===== config.mk =====
export PLATFORM = sky130hd
export DESIGN_NAME = enigma_step_ctrl_flat
export DESIGN_NICKNAME = d
export VERILOG_FILES = /design/src/rtl/enigma_step_ctrl_if.sv /design/src/rtl/enigma_step_ctrl.sv /design/src/flat_wrapper.sv
export SDC_FILE = /design/constraint.sdc
export NUM_CORES = 1
export LEC_CHECK = 0
export ABC_AREA = 1
export CAP_MARGIN = 25
export CORE_ASPECT_RATIO = 0.6
export CORE_MARGIN = 4
export CORE_UTILIZATION = 44
export CTS_CLUSTER_DIAMETER = 40
export DETAILED_ROUTE_END_ITERATION = 16
export PLACE_DENSITY = 0.85
export SYNTH_ARGS = -nofsm -noshare
export SYNTH_HDL_FRONTEND = slang
export SYNTH_SLANG_ARGS = --single-unit

===== constraint.sdc =====
create_clock -name clk -period 1.3 [get_ports clk]
set_input_delay 0.26 -clock clk [delete_from_list [all_inputs] [get_ports clk]]
set_output_delay 0.26 -clock clk [all_outputs]
set_load 0.01 [all_outputs]

===== src/rtl/enigma_step_ctrl_if.sv =====
`default_nettype none
// ============================================================================
// Module      : enigma_step_ctrl_if
// Description : Keystroke, rotor and cipher-return signals of the step controller
// Revision    : 1.0 - initial release
// ============================================================================
interface enigma_step_ctrl_if #(
    parameter int CNT_W = 16
);
    logic             set_req;
    logic [14:0]      init_pos_in;
    logic             rotor_set_out;
    logic [14:0]      rotor_init_out;
    logic [4:0]       pos_r_in;
    logic [4:0]       pos_m_in;
    logic [4:0]       pos_l_in;
    logic             step_r_out;
    logic             step_m_out;
    logic             step_l_out;
    logic             in_valid;
    logic [4:0]       in_char;
    logic             in_ready;
    logic [4:0]       path_char_out;
    logic [4:0]       path_char_in;
    logic             out_valid;
    logic [4:0]       out_char;
    logic             out_ready;
    logic             err_pulse;
    logic [CNT_W-1:0] char_count;

    modport master (
        input  set_req, init_pos_in, pos_r_in, pos_m_in, pos_l_in,
               in_valid, in_char, path_char_in, out_ready,
        output rotor_set_out, rotor_init_out, step_r_out, step_m_out, step_l_out,
               in_ready, path_char_out, out_valid, out_char, err_pulse, char_count
    );

    modport slave (
        output set_req, init_pos_in, pos_r_in, pos_m_in, pos_l_in,
               in_valid, in_char, path_char_in, out_ready,
        input  rotor_set_out, rotor_init_out, step_r_out, step_m_out, step_l_out,
               in_ready, path_char_out, out_valid, out_char, err_pulse, char_count
    );
endinterface
`default_nettype wire


===== src/rtl/enigma_step_ctrl.sv =====
`default_nettype none
// ============================================================================
// Module      : enigma_step_ctrl
// Description : Enigma keystroke sequencer: rotor stepping, path timing, SET load
// Revision    : 1.0 - initial release
// ============================================================================
module enigma_step_ctrl #(
    parameter int NOTCH_R = 16,
    parameter int NOTCH_M = 4,
    parameter int CNT_W   = 16
) (
    input  wire logic          clk,
    input  wire logic          reset,
    enigma_step_ctrl_if.master bus
);

    localparam logic [2:0] c_idle    = 3'd0;
    localparam logic [2:0] c_load    = 3'd1;
    localparam logic [2:0] c_step    = 3'd2;
    localparam logic [2:0] c_settle  = 3'd3;
    localparam logic [2:0] c_capture = 3'd4;
    localparam logic [2:0] c_out     = 3'd5;

    localparam logic [4:0] c_letters = 5'd26;
    localparam logic [4:0] c_notch_r = 5'(NOTCH_R);
    localparam logic [4:0] c_notch_m = 5'(NOTCH_M);

    logic [2:0]       r_state;
    logic [4:0]       r_letter;
    logic [14:0]      r_init;
    logic             r_set_pulse;
    logic             r_err_pulse;
    logic             r_in_ready;
    logic [4:0]       r_path_char;
    logic             r_out_valid;
    logic [4:0]       r_out_char;
    logic [CNT_W-1:0] r_char_count;

    logic w_in_step;
    logic w_notch_r;
    logic w_notch_m;

    // Step enables depend on the positions seen during STEP itself, so they
    // are decoded from the registered state rather than registered again.
    assign w_in_step = (r_state == c_step);
    assign w_notch_r = (bus.pos_r_in == c_notch_r);
    assign w_notch_m = (bus.pos_m_in == c_notch_m);

    assign bus.step_r_out     = w_in_step;
    assign bus.step_m_out     = w_in_step & (w_notch_r | w_notch_m);
    assign bus.step_l_out     = w_in_step & w_notch_m;
    assign bus.rotor_set_out  = r_set_pulse;
    assign bus.rotor_init_out = r_init;
    assign bus.in_ready       = r_in_ready;
    assign bus.path_char_out  = r_path_char;
    assign bus.out_valid      = r_out_valid;
    assign bus.out_char       = r_out_char;
    assign bus.err_pulse      = r_err_pulse;
    assign bus.char_count     = r_char_count;

    always_ff @(posedge clk) begin
        if (reset) begin
            r_state      <= c_idle;
            r_letter     <= '0;
            r_init       <= '0;
            r_set_pulse  <= 1'b0;
            r_err_pulse  <= 1'b0;
            r_in_ready   <= 1'b0;
            r_path_char  <= '0;
            r_out_valid  <= 1'b0;
            r_out_char   <= '0;
            r_char_count <= '0;
        end else begin
            r_set_pulse <= 1'b0;
            r_err_pulse <= 1'b0;
            case (r_state)
                c_idle: begin
                    if (bus.set_req) begin
                        r_state      <= c_load;
                        r_init       <= bus.init_pos_in;
                        r_set_pulse  <= 1'b1;
                        r_char_count <= '0;
                        r_in_ready   <= 1'b0;
                    end else if (bus.in_valid && r_in_ready) begin
                        if (bus.in_char < c_letters) begin
                            r_state    <= c_step;
                            r_letter   <= bus.in_char;
                            r_in_ready <= 1'b0;
                        end else begin
                            r_err_pulse <= 1'b1;
                            r_in_ready  <= 1'b1;
                        end
                    end else begin
                        r_in_ready <= 1'b1;
                    end
                end
                c_load: begin
                    r_state    <= c_idle;
                    r_in_ready <= 1'b1;
                end
                c_step: begin
                    r_state     <= c_settle;
                    r_path_char <= r_letter;
                end
                c_settle: begin
                    r_state <= c_capture;
                end
                c_capture: begin
                    r_state      <= c_out;
                    r_out_char   <= bus.path_char_in;
                    r_char_count <= r_char_count + CNT_W'(1);
                    r_out_valid  <= 1'b1;
                end
                c_out: begin
                    if (bus.out_ready) begin
                        r_state     <= c_idle;
                        r_out_valid <= 1'b0;
                        r_in_ready  <= 1'b1;
                    end
                end
                default: begin
                    r_state    <= c_idle;
                    r_in_ready <= 1'b0;
                end
            endcase
        end
    end

endmodule
`default_nettype wire


===== src/flat_wrapper.sv =====
// flat-port wrapper written by rule: the top's interface ports become plain ports
module enigma_step_ctrl_flat 
#(
    parameter int NOTCH_R = 16,
    parameter int NOTCH_M = 4,
    parameter int CNT_W   = 16
)
  (clk, reset, bus_set_req, bus_init_pos_in, bus_pos_r_in, bus_pos_m_in, bus_pos_l_in, bus_in_valid, bus_in_char, bus_path_char_in, bus_out_ready, bus_rotor_set_out, bus_rotor_init_out, bus_step_r_out, bus_step_m_out, bus_step_l_out, bus_in_ready, bus_path_char_out, bus_out_valid, bus_out_char, bus_err_pulse, bus_char_count);
  enigma_step_ctrl_if #(.CNT_W(CNT_W)) bus_i ();
  input  wire logic clk;
  input  wire logic reset;
  input wire logic [$bits(bus_i.set_req)-1:0] bus_set_req;
  input wire logic [$bits(bus_i.init_pos_in)-1:0] bus_init_pos_in;
  input wire logic [$bits(bus_i.pos_r_in)-1:0] bus_pos_r_in;
  input wire logic [$bits(bus_i.pos_m_in)-1:0] bus_pos_m_in;
  input wire logic [$bits(bus_i.pos_l_in)-1:0] bus_pos_l_in;
  input wire logic [$bits(bus_i.in_valid)-1:0] bus_in_valid;
  input wire logic [$bits(bus_i.in_char)-1:0] bus_in_char;
  input wire logic [$bits(bus_i.path_char_in)-1:0] bus_path_char_in;
  input wire logic [$bits(bus_i.out_ready)-1:0] bus_out_ready;
  output wire logic [$bits(bus_i.rotor_set_out)-1:0] bus_rotor_set_out;
  output wire logic [$bits(bus_i.rotor_init_out)-1:0] bus_rotor_init_out;
  output wire logic [$bits(bus_i.step_r_out)-1:0] bus_step_r_out;
  output wire logic [$bits(bus_i.step_m_out)-1:0] bus_step_m_out;
  output wire logic [$bits(bus_i.step_l_out)-1:0] bus_step_l_out;
  output wire logic [$bits(bus_i.in_ready)-1:0] bus_in_ready;
  output wire logic [$bits(bus_i.path_char_out)-1:0] bus_path_char_out;
  output wire logic [$bits(bus_i.out_valid)-1:0] bus_out_valid;
  output wire logic [$bits(bus_i.out_char)-1:0] bus_out_char;
  output wire logic [$bits(bus_i.err_pulse)-1:0] bus_err_pulse;
  output wire logic [$bits(bus_i.char_count)-1:0] bus_char_count;
  assign bus_i.set_req = bus_set_req;
  assign bus_i.init_pos_in = bus_init_pos_in;
  assign bus_i.pos_r_in = bus_pos_r_in;
  assign bus_i.pos_m_in = bus_pos_m_in;
  assign bus_i.pos_l_in = bus_pos_l_in;
  assign bus_i.in_valid = bus_in_valid;
  assign bus_i.in_char = bus_in_char;
  assign bus_i.path_char_in = bus_path_char_in;
  assign bus_i.out_ready = bus_out_ready;
  assign bus_rotor_set_out = bus_i.rotor_set_out;
  assign bus_rotor_init_out = bus_i.rotor_init_out;
  assign bus_step_r_out = bus_i.step_r_out;
  assign bus_step_m_out = bus_i.step_m_out;
  assign bus_step_l_out = bus_i.step_l_out;
  assign bus_in_ready = bus_i.in_ready;
  assign bus_path_char_out = bus_i.path_char_out;
  assign bus_out_valid = bus_i.out_valid;
  assign bus_out_char = bus_i.out_char;
  assign bus_err_pulse = bus_i.err_pulse;
  assign bus_char_count = bus_i.char_count;
  enigma_step_ctrl #(.NOTCH_R(NOTCH_R), .NOTCH_M(NOTCH_M), .CNT_W(CNT_W)) u_core (.clk(clk), .reset(reset), .bus(bus_i));
endmodule

==> results of run 1 <==
[report_power, final]
group / total, W / internal [W] / switching (W)
registers: 0.00179 / 0.00173 / 0.0000630
logic: 0.00121 / 0.000609 / 0.000602
clock network: 0.00115 / 0.000579 / 0.000567
[what timing repair did]
| item | 4_1_cts | 5_1_grt |
|---|---|---|
| gates cloned | 1 | 4 |
| resized for setup | 95 | 126 |
| pin swaps | 11 | 48 |
| endpoints found under the setup margin | 80 | 46 |
| setup buffers | 4 | 10 |
[through the flow]
| stage | hold slack, ps | power [W] |
|---|---|---|
| finish | 457 | 0.00415 |
| global route | 475 | 0.00431 |
| CTS | 446 | 0.00375 |
| detailed placement | 434 | 0.00265 |
| global placement | 429 | 0.00262 |
| floorplan | 417 | 0.00219 |
[tightest hold or removal path, stage by stage (launching register included)]
cell     delay [ps]
dfxtp_1         320
inv_1            50
a21oi_1          50
[flip-flops by register name, summed over array words and instances (netlist names), 3 cells and up]
name and cells:
u_core.bus.char_count 16, u_core.bus.out_char 5, u_core.r_letter 5, u_core.bus.path_char_out 5, u_core.bus.rotor_init_out 15, u_core.r_state 3
[area by class of cell]
type,instances,share of cell area (%)
clock inverters,2,0.899
clock buffers,6,1.68
well taps,66,1.91
multi-input cells,237,34.0
repair buffers,139,31.6
flip-flops and latches,53,25.2
inverters,50,4.70
[kinds of logic after synthesis]
logic type / Yosys count / share of synthesized area (%)
flops: 53 / 44.0
buf+inv: 62 / 11.0
compound gates: 66 / 14.1
simple gates: 169 / 30.3
fa+ha+maj: 1 / 0.519
[layout by cell type, fill, tap and decap left out, types with 9 or more instances in the layout]
cell / netlist / final
inv_1: 48 / 43
a21oi_2: 0 / 17
nor2_1: 63 / 55
nor2_4: 4 / 9
dfxtp_1: 53 / 39
o21ai_2: 0 / 9
buf_4: 1 / 32
buf_6: 3 / 10
o21ai_1: 3 / 13
dfxtp_2: 0 / 10
nand2_2: 2 / 14
o21ai_0: 33 / 9
nand2_1: 72 / 55
dlygate4sd2_1: 0 / 46
clkdlybuf4s50_1: 0 / 36
[per-layer routing]
metal | up-vias | global-route usage, % | share of wire, % | wire length [um]
met3 | 18 | 6.08 | 6.9 | 632
li1 | 1382 | - | - | -
met4 | 0 | 6.30 | 1.7 | 153
met1 | 1348 | 30.3 | 43 | 3930
met5 | - | 0 | 0 | 0
met2 | 134 | 36.0 | 49 | 4440
[how the worst max path moves through the flow]
stage / cells after the start / to / from / slack (ps)
after floorplan: 8 / u_core.bus.char_count[14] / u_core.bus.char_count[1] / 5
after global placement: 5 / bus_step_m_out / bus_pos_r_in[1] / -610
after CTS: 7 / bus_step_m_out / u_core.r_state[2] / -290
after global routing: 7 / bus_step_m_out / u_core.r_state[2] / -320
after detailed placement: 5 / bus_step_m_out / bus_pos_r_in[1] / -740
final: 7 / bus_step_m_out / u_core.r_state[2] / -280
==> flow_metrics.env, run 1 <==
export IMPL_drtIter0Drc=222
export IMPL_worst_ir_drop_vdd_mv=0.798
export IMPL_dpl_cell_area_mm2=0.00360
export IMPL_clk_pin_slew_worst_paths_ps=90
export IMPL_drv_cap=0
export IMPL_hold_class="flip-flop to flip-flop"
export IMPL_r2r_end="u_core.bus.char_count[9]"
export IMPL_routed_wirelength_mm=9.15
export IMPL_vias=2882
export IMPL_grt_pass1_wl_mm=12.4
export IMPL_antenna_found_initial=0
export IMPL_synth_top_flop_cell="dfxtp_1"
export IMPL_worst_pin_slew_ps=345
export IMPL_crit_family="flip-flops"
export IMPL_layout_drive_gt1_share_pct=33.5
export IMPL_syn_inst=351
export IMPL_post_route_period_util_pct=122
export IMPL_finClkSkew_ps=7.14
export IMPL_ys_ff_latch=53
export IMPL_power_density_mw_per_mm2=961
export IMPL_slowest_delay_ps=340
export IMPL_async_flop_share_pct=0
export IMPL_synth_edf_count=0
export IMPL_status="complete, but fails checks"
export IMPL_grt_pass1_vias=2629
export IMPL_grt_use_total_pct=22.5
export IMPL_rows=20
export IMPL_syn_num_nets=397
export IMPL_ys_types=29
export IMPL_design_area_mm2=0.00432
export IMPL_grt_max_degree=28
export IMPL_fmax_mhz=631
export IMPL_routed_via_density=5.21
export IMPL_htreeDepth=2
export IMPL_clk_latency_ps=310
export IMPL_start_util_pct=46.6
export IMPL_violations="negative setup slack"
export IMPL_synth_area_leaders="dfxtp_1 (44%), nand2_1 (11%), nor2_1 (9.8%)"
export IMPL_finalMaxSlewViolations=0
export IMPL_numPlacedInstances=529
export IMPL_instances_no_fill=553
export IMPL_critPathLaunchType="flip-flop"
export IMPL_fin_ws_ps=-284
export IMPL_whs_path_depth=2
export IMPL_setup_tns_ps=-3720
export IMPL_port_buffers=87
export IMPL_cts_num_sinks=53
export IMPL_cp_num_buf_inv=3
export IMPL_synth_top_area_share_pct=44.0
export IMPL_numCtsBuffers=5
export IMPL_multi_input_area_mm2=0.00147
export IMPL_diodes=0
export IMPL_reg2reg_from="u_core.r_state[0]"
export IMPL_worst_path_max_delay_cell="dfxtp_2"
export IMPL_core_region_area_mm2=0.00518
export IMPL_worstRegToRegCells=9
export IMPL_syn_area_per_cell_um2=6.87
export IMPL_reg2reg_slack_ps=-170
export IMPL_ctsHoldBuffers=0
export IMPL_fillers=299
export IMPL_setup_violations_final=38
export IMPL_dp_slack_ps=-736
export IMPL_worstPathRequired_ps=1040
export IMPL_grt_overflow_total=0
export IMPL_synth_seq_area_share_pct=44.0
export IMPL_synth_common_cells="nand2_1 (72), nor2_1 (63), dfxtp_1 (53)"
export IMPL_io_pins=93
export IMPL_synthMostInstantiatedCell="nand2_1"
export IMPL_fin_crit_ps=1580
export IMPL_die_y_um=65.4
export IMPL_nets=532
export IMPL_crit_path_max_fanout=3
export IMPL_crit_chain="inv_2 -> nand2_4 -> nor2_4 -> buf_6 -> nand3_4 -> o21ai_2 -> buf_2"
export IMPL_antenna_left=0
export IMPL_end_kind="output port"
export IMPL_wl_per_cell_um=16.5
export IMPL_firstDrtPassIters=5
export IMPL_cts_tree="done"
export IMPL_syn2layout_area_growth_pct=78.9
export IMPL_min_to="u_core.bus.rotor_init_out[12]"
export IMPL_yosys_warnings=0
export IMPL_relSlewSlack_pct=77.0
export IMPL_max_clock_path_buffers=2
export IMPL_register_area_mm2=0.00109
export IMPL_post_route_util_pct=83.3
export IMPL_place_gp_congestion=0.915
export IMPL_p_leak_nw=1.95
export IMPL_hold_start="u_core.bus.rotor_init_out[12]"
export IMPL_rsz0062_at_grt="true"
export IMPL_crit_type="flip-flop to output port"
export IMPL_synth_top_cell_by_area="dfxtp_1"
export IMPL_root_buffer="clkbuf_8"
export IMPL_drc=0
export IMPL_dp_hpwl_mm=5.50
export IMPL_syn_area_mm2=0.00241
export IMPL_critical_path_arrival_ps=1320
export IMPL_chipWidth_um=104
export IMPL_dieArea_mm2=0.00677
export IMPL_hold_viol=0
No activity file was read; power rests on OpenSTA's default activity.
==> inputs of run 2 (changes only) <==
--- a/config.mk
+++ b/config.mk
@@ -9,10 +9,10 @@
 export CAP_MARGIN = 25
 export CORE_ASPECT_RATIO = 0.6
 export CORE_MARGIN = 4
-export CORE_UTILIZATION = 44
+export CORE_UTILIZATION = 47
 export CTS_CLUSTER_DIAMETER = 40
 export DETAILED_ROUTE_END_ITERATION = 16
-export PLACE_DENSITY = 0.85
+export PLACE_DENSITY = 0.9
 export SYNTH_ARGS = -nofsm -noshare
 export SYNTH_HDL_FRONTEND = slang
 export SYNTH_SLANG_ARGS = --single-unit
==> constraint.sdc (replaced) <==
create_clock -name clk -period 1.9 [get_ports clk]
set_input_delay 0.38 -clock clk [delete_from_list [all_inputs] [get_ports clk]]
set_output_delay 0.38 -clock clk [all_outputs]
set_load 0.01 [all_outputs]
==> run 2 against run 1 <==
Against the previous run: the flow now finishes without violations; core utilization fell by 10 points; critical path depth fell by 2; worst setup slack improved by 380 ps; final cell count fell by 8.3%; die area fell by 5.8%; register-to-register slack improved by 590 ps; clock-buffer cell count fell by 1; sequential share of layout area rose by 5.3 points; first-iteration DRC count fell by 24%; clock skew rose by 2.5 ps; global-route usage fell by 0.92 points; clock power fell by 34%; critical path type is now input pin to output port.
==> flow_metrics.env, run 2 (synthesized netlist as in run 1, its figures left out) <==
export IMPL_firstDrtPassIters=4
export IMPL_drtIter0Drc=168
export IMPL_place_gp_congestion=0.905
export IMPL_route_met2_wl_mm=2.78
export IMPL_drv_cap=0
export IMPL_final_common_cell="clkdlybuf4s50_1"
export IMPL_port_buffers=87
export IMPL_worstPathRequired_ps=1520
export IMPL_post_route_period_util_pct=95.2
export IMPL_switching_power_w=0.000659
export IMPL_internal_power_w=0.00184
export IMPL_antenna_found_initial=0
export IMPL_top_layer="met4"
export IMPL_finClkSkew_ps=9.60
export IMPL_drt_met1_wl_mm=3.40
export IMPL_p_leak_nw=1.41
export IMPL_root_buffer="clkbuf_8"
export IMPL_hold_start="u_core.bus.rotor_init_out[13]"
export IMPL_grt_pass1_wl_mm=11.2
export IMPL_power_density_mw_per_mm2=721
export IMPL_worst_path_max_delay_cell="clkdlybuf4s50_1"
export IMPL_rsz0062_at_grt="false"
export IMPL_cts_num_sinks=53
export IMPL_grt_use_total_pct=21.6
export IMPL_routed_wirelength_mm=6.72
export IMPL_critical_path_arrival_ps=1430
export IMPL_drc=0
export IMPL_diodes=0
export IMPL_comb_power_share_pct=20.4
export IMPL_hold_class="flip-flop to flip-flop"
export IMPL_critPathLaunchType="input pin"
export IMPL_design_area_mm2=0.00347
export IMPL_hold_viol=0
export IMPL_setup_violations_final=0
export IMPL_final_cell_mix="clkdlybuf4s50_1 (84), nand2_1 (72), nor2_1 (63)"
export IMPL_routed_via_density=4.93
export IMPL_rows=19
export IMPL_post_route_util_pct=73.0
export IMPL_start_util_pct=50.7
export IMPL_ctsHoldBuffers=0
export IMPL_clk_pin_slew_worst_paths_ps=90
export IMPL_numCtsBuffers=5
export IMPL_grt_max_degree=41
export IMPL_fmax_mhz=553
export IMPL_holdWs_ps=454
export IMPL_multi_input_area_mm2=0.00109
export IMPL_dpl_cell_area_mm2=0.00337
export IMPL_cts_tree="done"
export IMPL_p_total_w=0.00250
export IMPL_dieArea_mm2=0.00638
export IMPL_register_area_mm2=0.00106
export IMPL_largest_reg_flops=16
export IMPL_instances_no_fill=507
export IMPL_layout_drive_gt1_share_pct=7.21
export IMPL_worst_ir_drop_vdd_mv=0.397
export IMPL_switching_share_pct=26.3
export IMPL_relSlewSlack_pct=76.5
export IMPL_core_region_area_mm2=0.00475
export IMPL_fin_crit_ps=1810
export IMPL_clk_latency_ps=310
export IMPL_startpoint="bus_pos_r_in[2]"
export IMPL_clkPwrFrac_pct=30.4
export IMPL_vias=2502
export IMPL_power_frac_seq_pct=49.2
export IMPL_die_y_um=63.5
export IMPL_status="finished clean"
export IMPL_crit_path_max_fanout=1
export IMPL_htreeDepth=2
export IMPL_io_pins=93
export IMPL_dp_hpwl_mm=5.20
export IMPL_antenna_left=0
export IMPL_fillers=406
export IMPL_crit_chain="clkdlybuf4s50_1 -> nor4_1 -> nand3_1 -> o21ai_1 -> buf_2"
export IMPL_nets=490
export IMPL_worst_pin_slew_ps=353
export IMPL_grt_overflow_total=0
export IMPL_finalMaxSlewViolations=0
export IMPL_wl_met3_um=489
export IMPL_grt_pass1_vias=2336
export IMPL_crit_type="input pin to output port"
export IMPL_numPlacedInstances=500
export IMPL_reg2reg_from="u_core.bus.char_count[0]"
export IMPL_max_clock_path_buffers=2
export IMPL_wl_per_cell_um=13.3
export IMPL_chipWidth_um=100
export IMPL_syn2layout_area_growth_pct=43.9
export IMPL_end_kind="output port"
export IMPL_slowest_delay_ps=410
-- run 2: area by class of cell --
class | count | area share, %
flip-flops and latches | 53 | 30.6
inverters | 50 | 5.41
clock buffers | 5 | 1.98
clock inverters | 2 | 1.12
well taps | 63 | 2.27
repair buffers | 98 | 27.3
multi-input cells | 236 | 31.4
-- run 2: per-stage QoR --
| step | worst slack, ps | setup TNS (ps) |
|---|---|---|
| final | 91.4 | 0 |
| after global routing | 8.48 | 0 |
| after CTS | 12.5 | 0 |
| after detailed placement | -310 | -466 |
| after global placement | -260 | -373 |
| after floorplan | 382 | 0 |
-- run 2: power by group through the flow --
stage | Combinational, W | Sequential (W) | Clock [W]
3_3_place_gp | 0.000498 | 0.00125 | 0
2_1_floorplan | 0.000208 | 0.00128 | 0
6_report | 0.000510 | 0.00123 | 0.000761
4_1_cts | 0.000513 | 0.00123 | 0.000779
3_5_place_dp | 0.000511 | 0.00126 | 0
5_1_grt | 0.000559 | 0.00124 | 0.000827
-- run 2: worst paths after layout --
| path | slack [ps] | endpoint | cells after the start |
|---|---|---|---|
| hold / removal | 450 | u_core.bus.rotor_init_out[13] | 2 |
| setup / recovery | 90 | bus_step_m_out | 5 |
| setup reg to reg | 420 | u_core.bus.char_count[14] | 8 |
| hold reg to reg | 450 | u_core.bus.rotor_init_out[13] | 2 |
-- run 2: critical path, delay by kind of cell --
kind | cells | cell delay, ps
buf+inv | 2 | 570
simple gates | 2 | 380
compound gates | 1 | 100
-- run 2: timing repair --
item	CTS	global route
gates resized for setup	6	1
setup buffers	0	0
pin swaps	0	1
setup endpoints to repair	3	1
-- run 2: metal layers --
layer / up-vias / track usage (%)
li1: 1287 / -
met1: 1115 / 31.5
met2: 93 / 32.3
met3: 7 / 4.74
met4: 0 / 4.71
met5: - / 0
==> inputs of run 3 (changes only) <==
--- a/config.mk
+++ b/config.mk
@@ -5,14 +5,14 @@
 export SDC_FILE = /design/constraint.sdc
 export NUM_CORES = 1
 export LEC_CHECK = 0
-export ABC_AREA = 1
+export ABC_CLOCK_PERIOD_IN_PS = 1900
 export CAP_MARGIN = 25
 export CORE_ASPECT_RATIO = 0.6
 export CORE_MARGIN = 4
-export CORE_UTILIZATION = 47
+export CORE_UTILIZATION = 45
 export CTS_CLUSTER_DIAMETER = 40
 export DETAILED_ROUTE_END_ITERATION = 16
-export PLACE_DENSITY = 0.9
+export PLACE_DENSITY = 0.89
 export SYNTH_ARGS = -nofsm -noshare
 export SYNTH_HDL_FRONTEND = slang
 export SYNTH_SLANG_ARGS = --single-unit
==> run 3 against run 2 <==
Against the previous run: clock-buffer cell count did not move; synthesized area down 10%; worst hold slack is essentially flat; via count is 8.5% lower; clock skew shrank 3.4 ps; sequential share of layout area grew 1.2 points; largest power group unchanged; sequential power down 6%; fmax rose by 0.50%; die area is 5.5% lower.
==> flow_metrics.env, run 3 <==
export IMPL_nets=413
export IMPL_io_pins=93
export IMPL_holdWs_ps=454
export IMPL_relSlewSlack_pct=74.2
export IMPL_critPathLaunchType="input pin"
export IMPL_max_clock_path_buffers=2
export IMPL_synth_top_flop_cell="dfxtp_1"
export IMPL_port_buffers=87
export IMPL_rsz0062_at_grt="false"
export IMPL_syn2layout_area_growth_pct=54.2
export IMPL_ys_types=39
export IMPL_syn_area_per_cell_um2=8.22
export IMPL_hold_class="input pin to flip-flop"
export IMPL_dieArea_mm2=0.00603
export IMPL_layout_drive_gt1_share_pct=14.1
export IMPL_synth_edf_count=0
export IMPL_end_kind="output port"
export IMPL_fmax_mhz=556
export IMPL_p_leak_nw=1.23
export IMPL_dp_slack_ps=-796
export IMPL_grt_overflow_total=0
export IMPL_drc=0
export IMPL_comb_power_share_pct=14.6
export IMPL_finalMaxSlewViolations=0
export IMPL_synth_seq_area_share_pct=48.9
export IMPL_yosys_warnings=0
export IMPL_worstPathRequired_ps=1520
export IMPL_hold_viol=0
export IMPL_antenna_found_initial=0
export IMPL_ys_ff_latch=53
export IMPL_dp_hpwl_mm=4.62
export IMPL_firstDrtPassIters=4
export IMPL_power_frac_seq_pct=55.2
export IMPL_worst_pin_slew_ps=382
export IMPL_finClkSkew_ps=6.21
export IMPL_synth_common_cells="nand2_1 (65), dfxtp_1 (53), a21oi_1 (40)"
export IMPL_start_util_pct=47.0
export IMPL_power_density_mw_per_mm2=628
export IMPL_worst_ir_drop_vdd_mv=0.390
export IMPL_wl_per_cell_um=14.5
export IMPL_fin_ws_ps=100
export IMPL_synthMostInstantiatedCell="nand2_1"
export IMPL_syn_inst=264
export IMPL_setup_violations_final=0
export IMPL_internal_power_w=0.00157
export IMPL_final_common_cell="clkdlybuf4s50_1"
export IMPL_grt_pass1_vias=2178
export IMPL_critical_path_arrival_ps=1420
export IMPL_chipWidth_um=97.6
export IMPL_diodes=0
export IMPL_routed_wirelength_mm=6.26
export IMPL_clk_latency_ps=310
export IMPL_multi_input_area_mm2=0.00107
export IMPL_rows=19
export IMPL_clkPwrFrac_pct=30.2
export IMPL_root_buffer="clkbuf_8"
export IMPL_grt_pass1_wl_mm=10.1
export IMPL_routed_via_density=5.31
export IMPL_cts_num_sinks=53
export IMPL_fillers=370
export IMPL_synth_area_leaders="dfxtp_1 (49%), nand2_1 (11%), a21oi_1 (9.2%)"
export IMPL_crit_path_max_fanout=2
export IMPL_vias=2289
export IMPL_post_route_period_util_pct=94.7
export IMPL_cts_tree="done"
export IMPL_drtIter0Drc=100
export IMPL_largest_reg_flops=16
export IMPL_htreeDepth=2
export IMPL_final_cell_mix="clkdlybuf4s50_1 (79), nand2_1 (64), dfxtp_1 (52)"
export IMPL_crit_type="input pin to output port"
export IMPL_grt_use_total_pct=20.7
export IMPL_grt_max_degree=20
export IMPL_place_gp_congestion=0.782
export IMPL_status="finished clean"
export IMPL_switching_power_w=0.000530
export IMPL_synth_top_cell_by_area="dfxtp_1"
export IMPL_synth_top_area_share_pct=48.9
export IMPL_ctsHoldBuffers=0
export IMPL_syn_num_nets=310
export IMPL_die_y_um=61.8
export IMPL_syn_area_mm2=0.00217
export IMPL_numCtsBuffers=5
export IMPL_register_area_mm2=0.00106
export IMPL_drv_cap=0
export IMPL_fin_crit_ps=1800
export IMPL_core_region_area_mm2=0.00461
export IMPL_clk_pin_slew_worst_paths_ps=90
export IMPL_antenna_left=0
export IMPL_switching_share_pct=25.2
export IMPL_async_flop_share_pct=0
## run 3: metrics by stage
stage,TNS (ps),power [W],utilization [%],cells,cell area (um^2)
2_1_floorplan,0,0.00130,-,264,2180
3_3_place_gp,-3400,0.00149,70.6,423,3260
3_5_place_dp,-3780,0.00149,70.6,423,3260
4_1_cts,0,0.00212,72.5,431,3340
5_1_grt,0,0.00220,72.5,431,3350
6_report,0,0.00210,72.5,431,3350
## run 3: power groups by stage
stage / Clock (W) / Combinational, W / Sequential [W]
floorplan: 0 / 0.000107 / 0.00120
global placement: 0 / 0.000303 / 0.00118
detailed placement: 0 / 0.000308 / 0.00119
CTS: 0.000653 / 0.000308 / 0.00116
global route: 0.000699 / 0.000333 / 0.00117
finish: 0.000634 / 0.000306 / 0.00116
## run 3: layout make-up
cell class	count	area share, %
clock buffer	5	2.06
clock inverter	3	0.673
tap	63	2.36
multi-input combinational	193	31.9
timing repair buffer	112	31.0
sequential	53	31.8
inverter	2	0.224
## run 3: worst max-delay path, stage by stage
cell           delay [ps]
dlygate4sd2_1         190
or4b_4                470
nor3_4                140
a31o_2                140
buf_6                 100
## run 3: routing by layer
metal | track usage [%] | vias to the layer above | share of wire [%]
li1 | - | 1132 | -
met1 | 26.2 | 1067 | 46
met2 | 35.2 | 83 | 47
met3 | 5.91 | 7 | 6.6
met4 | 6.31 | 0 | 0.70
met5 | 0 | - | 0
## run 3: worst paths after layout
kind | startpoint | to | slack, ps | cells after the start
setup / recovery | bus_pos_m_in[2] | bus_step_m_out | 100 | 5
setup reg to reg | u_core.bus.char_count[3] | u_core.bus.char_count[15] | 100 | 4
hold reg to reg | u_core.r_letter[4] | u_core.bus.path_char_out[4] | 460 | 2
hold / removal | reset | u_core.r_letter[1] | 450 | 2
## run 3: kinds of logic (layout without fill, tap and decap cells)
kind of cell / Yosys count / count (layout) / share of synthesized area, %
flops: 53 / 53 / 48.9
mux: 8 / 8 / 3.86
compound gates: 57 / 57 / 15.5
fa+ha+maj: 1 / 1 / 0.577
simple gates: 127 / 127 / 28.0
buf+inv: 18 / 122 / 3.17
## run 3: repair_timing
| action | 4_1_cts | 5_1_grt |
|---|---|---|
| pin swaps | 2 | 1 |
| setup buffers | 0 | 0 |
| setup endpoints to repair | 3 | 2 |
| resized for setup | 22 | 1 |
